<file path="config.mk">
export PLATFORM = sky130hd
export DESIGN_NAME = ucode_seq
export DESIGN_NICKNAME = d
export VERILOG_FILES = /design/src/rtl/ucode_seq.sv
export SDC_FILE = /design/constraint.sdc
export NUM_CORES = 1
export LEC_CHECK = 0
export CAP_MARGIN = 0
export CORE_UTILIZATION = 40
export CTS_BUF_LIST = sky130_fd_sc_hd__clkbuf_8
export DETAILED_ROUTE_END_ITERATION = 16
export PLACE_DENSITY_LB_ADDON = 0.2
export REMOVE_ABC_BUFFERS = 1
export SLEW_MARGIN = 20
export SYNTH_ARGS = -nofsm -noshare
export SYNTH_HDL_FRONTEND = slang
export SYNTH_SLANG_ARGS = --single-unit
</file>
<file path="constraint.sdc">
create_clock -name clk -period 4.3 [get_ports clk]
set_input_delay 0.645 -clock clk [delete_from_list [all_inputs] [get_ports clk]]
set_output_delay 0.645 -clock clk [all_outputs]
set_load 0.05 [all_outputs]
</file>
<file path="src/rtl/ucode_seq.sv">
// Microcode address sequencer: registered ROM address, next-address selection
// from the sequencing field, 2-deep return stack and start/busy/done handshake.
//
// state | meaning
// IDLE  | waiting for start; rom_addr parked
// RUN   | stepping microcode words; busy asserted
module ucode_seq #(
  parameter int AW = 9,
  parameter int SD = 2
) (
  input  logic          clk,
  input  logic          reset_l,
  input  logic          start,
  input  logic [AW-1:0] entry_addr,
  input  logic          hold,
  input  logic [2:0]    u_seq,
  input  logic [AW-1:0] u_jaddr,
  input  logic          br_bit1,
  input  logic          br_bit0,
  output logic [AW-1:0] rom_addr,
  output logic          ucode_busy,
  output logic          ucode_done,
  output logic          stk_err
);

  typedef enum logic {IDLE = 1'b0, RUN = 1'b1} state_t;

  localparam logic [1:0] PTR_FULL = 2'(SD);

  state_t        state_q, state_d;
  logic [AW-1:0] rom_addr_q, rom_addr_d;
  logic          done_q, done_d;
  logic          err_q, err_d;
  logic [1:0]    ptr_q, ptr_d;
  logic [AW-1:0] stk_q [SD];
  logic [AW-1:0] stk_d [SD];
  logic [AW-1:0] addr_inc;
  logic [AW-1:0] stk_top;

  assign addr_inc = rom_addr_q + AW'(1);
  // pointer is 1 or 2 whenever a pop is legal, so the top sits at ptr-1
  assign stk_top  = (ptr_q == PTR_FULL) ? stk_q[1] : stk_q[0];

  always_comb begin
    state_d    = state_q;
    rom_addr_d = rom_addr_q;
    done_d     = 1'b0;
    err_d      = err_q;
    ptr_d      = ptr_q;
    stk_d      = stk_q;
    case (state_q)
      IDLE: begin
        if (start) begin
          rom_addr_d = entry_addr;
          err_d      = 1'b0;
          ptr_d      = 2'd0;
          state_d    = RUN;
        end
      end
      RUN: begin
        if (!hold) begin
          case (u_seq)
            3'b000, 3'b110, 3'b111: rom_addr_d = addr_inc;
            3'b001: rom_addr_d = u_jaddr;
            3'b010: rom_addr_d = {u_jaddr[AW-1:2], br_bit1, br_bit0};
            3'b011: begin
              if (ptr_q != PTR_FULL) begin
                stk_d[ptr_q[0]] = addr_inc;
                ptr_d           = ptr_q + 2'd1;
              end else begin
                err_d = 1'b1;
              end
              rom_addr_d = u_jaddr;
            end
            3'b100: begin
              if (ptr_q != 2'd0) begin
                rom_addr_d = stk_top;
                ptr_d      = ptr_q - 2'd1;
              end else begin
                err_d      = 1'b1;
                rom_addr_d = addr_inc;
              end
            end
            3'b101: begin
              done_d = 1'b1;
              ptr_d  = 2'd0;
              if (start) begin
                rom_addr_d = entry_addr;
                err_d      = 1'b0;
              end else begin
                rom_addr_d = '0;
                state_d    = IDLE;
              end
            end
          endcase
        end
      end
    endcase
  end

  always_ff @(posedge clk or negedge reset_l) begin
    if (!reset_l) begin
      state_q    <= IDLE;
      rom_addr_q <= '0;
      done_q     <= 1'b0;
      err_q      <= 1'b0;
      ptr_q      <= 2'd0;
      for (int i = 0; i < SD; i++) stk_q[i] <= '0;
    end else begin
      state_q    <= state_d;
      rom_addr_q <= rom_addr_d;
      done_q     <= done_d;
      err_q      <= err_d;
      ptr_q      <= ptr_d;
      stk_q      <= stk_d;
    end
  end

  assign rom_addr   = rom_addr_q;
  assign ucode_busy = (state_q == RUN);
  assign ucode_done = done_q;
  assign stk_err    = err_q;

endmodule

</file>
==> flow_summary.yaml <==
outcome:
  status: "finished, final reports clean"
global_routing:
  grt_pass1_wl_mm: 8.10
  grt_overflow: 0
  grt.total_usage_pct: 22.0
  grt_max_degree: 33
  grt_pass1_vias: 1567
  grt_antenna_before_repair: 0
power:
  power.density_nw_per_um2: 513
  power.total_mw: 1.19
  vdd_drop_max_mv: 0.202
  leakage_nw: 0.951
floorplan:
  boundaryPins: 39
  coreArea_um2: 4380
  start_util_pct: 42.2
  die_w_um: 70.0
  rows: 24
  die_h_um: 70.0
  die-area_um2: 4900
worst_setup_path:
  crit_chain: "clkdlybuf4s50_1"
  critPathLaunchType: "flop"
  path_max_fanout: 12
  required_ns: 3.65
  cp-end-kind: "output port"
  crit_buf_inv: 1
  slowest_delay_ns: 0.89
  critical_path_arrival_ns: 1.82
  worstSetupPathType: "reg2out"
  crit_family: "buffers and inverters"
  slowest_stage: "clkdlybuf4s50_1"
timing:
  finalHoldViolCount: 0
  whs_ns: 0.486
  worstMarginPinSlew_ns: 0.897
  final-max-slew-violation-count: 0
  fmax_mhz: 405
  rsz0062_at_grt: "no"
  min_period_ns: 2.47
  slew_headroom_pct: 40.1
  post-route-period-util_pct: 57.4
  worst_slack_ns: 1.83
  timing.setup.tns_ns: 0
  clock_skew_ns: 0.00498
  setup_violations: 0
route:
  drtIter0Drc: 121
  vias: 1665
  drc: 0
  wire_per_inst_um: 17.4
  via_per_inst: 5.78
  wl_mm: 5.01
  antenna_left: 0
  drtPass1Iterations: 4
clock_tree:
  htree_levels: 2
  tritoncts: "built"
  clk_latency_ns: 0.29
  hold_buffers: 0
  clk_pin_slew_worst_paths_ns: 0.06
  cts_inserted_buffers: 5
  clock-root-buffer: "clkbuf_8"
  cts_resized: 0
  cts_buffer_depth: 2
  post_cts_buffers: 0
  cts_sinks: 32
yosys:
  yosysWarnings: 0
  yosysMostFrequentCell: "dfrtp_1"
  ys_ff_latch: 32
  async_reset_ff_share_pct: 100
  ys_seq_area_share_pct: 43.3
  synth_area_um2: 1850
  synth_cell_types: 47
  ys.flop_type: "dfrtp_1"
  synth_area_per_cell_um2: 9.29
  synthTopCellsByArea: "dfrtp_1, nor2_1, nand2_1, o21ai_0, a22oi_1"
  synthCells: 199
  netlist.area_leader.share_pct: 43.3
  ys_top_cells_by_count: "dfrtp_1, nor2_1, nand2_1"
  yosysTopAreaCell: "dfrtp_1"
  synth_edf_count: 0
cells_and_area:
  antenna_cells: 0
  area_growth_pct: 26.0
  finalNetCount: 264
  drive_gt1_share_pct: 9.75
placed_design:
  port_buffers: 38
  hpwlAfterDp_mm: 3.53
  preCtsSetupSlack_ns: 1.68
  gp_congestion: 0.871
hold_path:
  hp-class: "reg2reg"
job:
  maxCapViolations: 0
routing by layer:
layer  GRT usage [%]  share of wire, %  up-vias
met2            33.7                47       57
met5               0                 0        -
met1            30.6                47      798
met3            5.05               5.4        4
met4            8.00               1.3        0
li1                -                 -      806
cell families (layout without fill, tap and decap cells):
family,after synthesis,count (layout),synth area share (%)
and+or+nand+nor,75,75,20.7
muxes,7,7,4.20
buffers and inverters,14,51,3.72
AOI/OAI and AO/OA,62,62,23.6
xor gates and xnor gates,8,8,3.79
adders and majority gates,1,1,0.677
DFF,32,32,43.3
worst min-delay path, delay by kind of cell (launching register included):
family	cells	cell delay [ns]
AOI/OAI and AO/OA	1	0.06
and+or+nand+nor	1	0.05
DFF	1	0.35
power breakdown:
part,internal [mW],total (mW),switching (mW)
sequential,0.407,0.514,0.107
clock,0.108,0.219,0.112
combinational,0.194,0.462,0.268
layout make-up:
class,count,area [um^2]
Multi-Input combinational cell,153,978
Clock inverter,2,8.76
Sequential cell,32,801
Clock buffer,5,68.8
Tap cell,52,65.1
Inverter,5,18.8
Timing Repair Buffer,39,388
Fill cell,433,2060
path summary, 6_finish.rpt:
path	startpoint	end	slack, ns	cells after the start
worst max-delay path	ucode_busy	ucode_busy	1.83	1
worst max register to register	ucode_busy	stk_q[1]	2.10	4
max in group asynchronous	reset_l	stk_q[12]	3.22	2
worst min-delay path	stk_q[2]	stk_q[2]	0.49	2
worst min register to register	stk_q[2]	stk_q[2]	0.49	2
min in group asynchronous	reset_l	rom_addr[8]	0.77	2
layout by cell type, fill, tap and decap left out, types with 4 or more instances in the layout:
cell type | netlist | final
a21oi_1 | 9 | 9
a22oi_1 | 9 | 9
clkbuf_8 | 0 | 5
clkdlybuf4s50_1 | 0 | 38
dfrtp_1 | 32 | 32
inv_1 | 5 | 6
mux2_2 | 6 | 6
nand2_1 | 20 | 20
nand3_1 | 10 | 10
nand4_1 | 4 | 4
nor2_1 | 23 | 23
o21ai_0 | 14 | 14
xor2_1 | 5 | 5
state kept, by name, summed over array words and instances (netlist names):
register and flops:
ucode_done 1, stk_err 1, ucode_busy 1, rom_addr 9, ptr_q 2, stk_q 18
metrics by stage:
step | utilization (%) | cell area, um^2 | cells
6_report | 53.1 | 2330 | 288
5_1_grt | 53.1 | 2330 | 288
4_1_cts | 53.1 | 2330 | 288
3_5_place_dp | 51.3 | 2250 | 281
3_3_place_gp | 51.3 | 2250 | 281
2_1_floorplan | - | 1800 | 190
(Power assumes the default switching activity.)
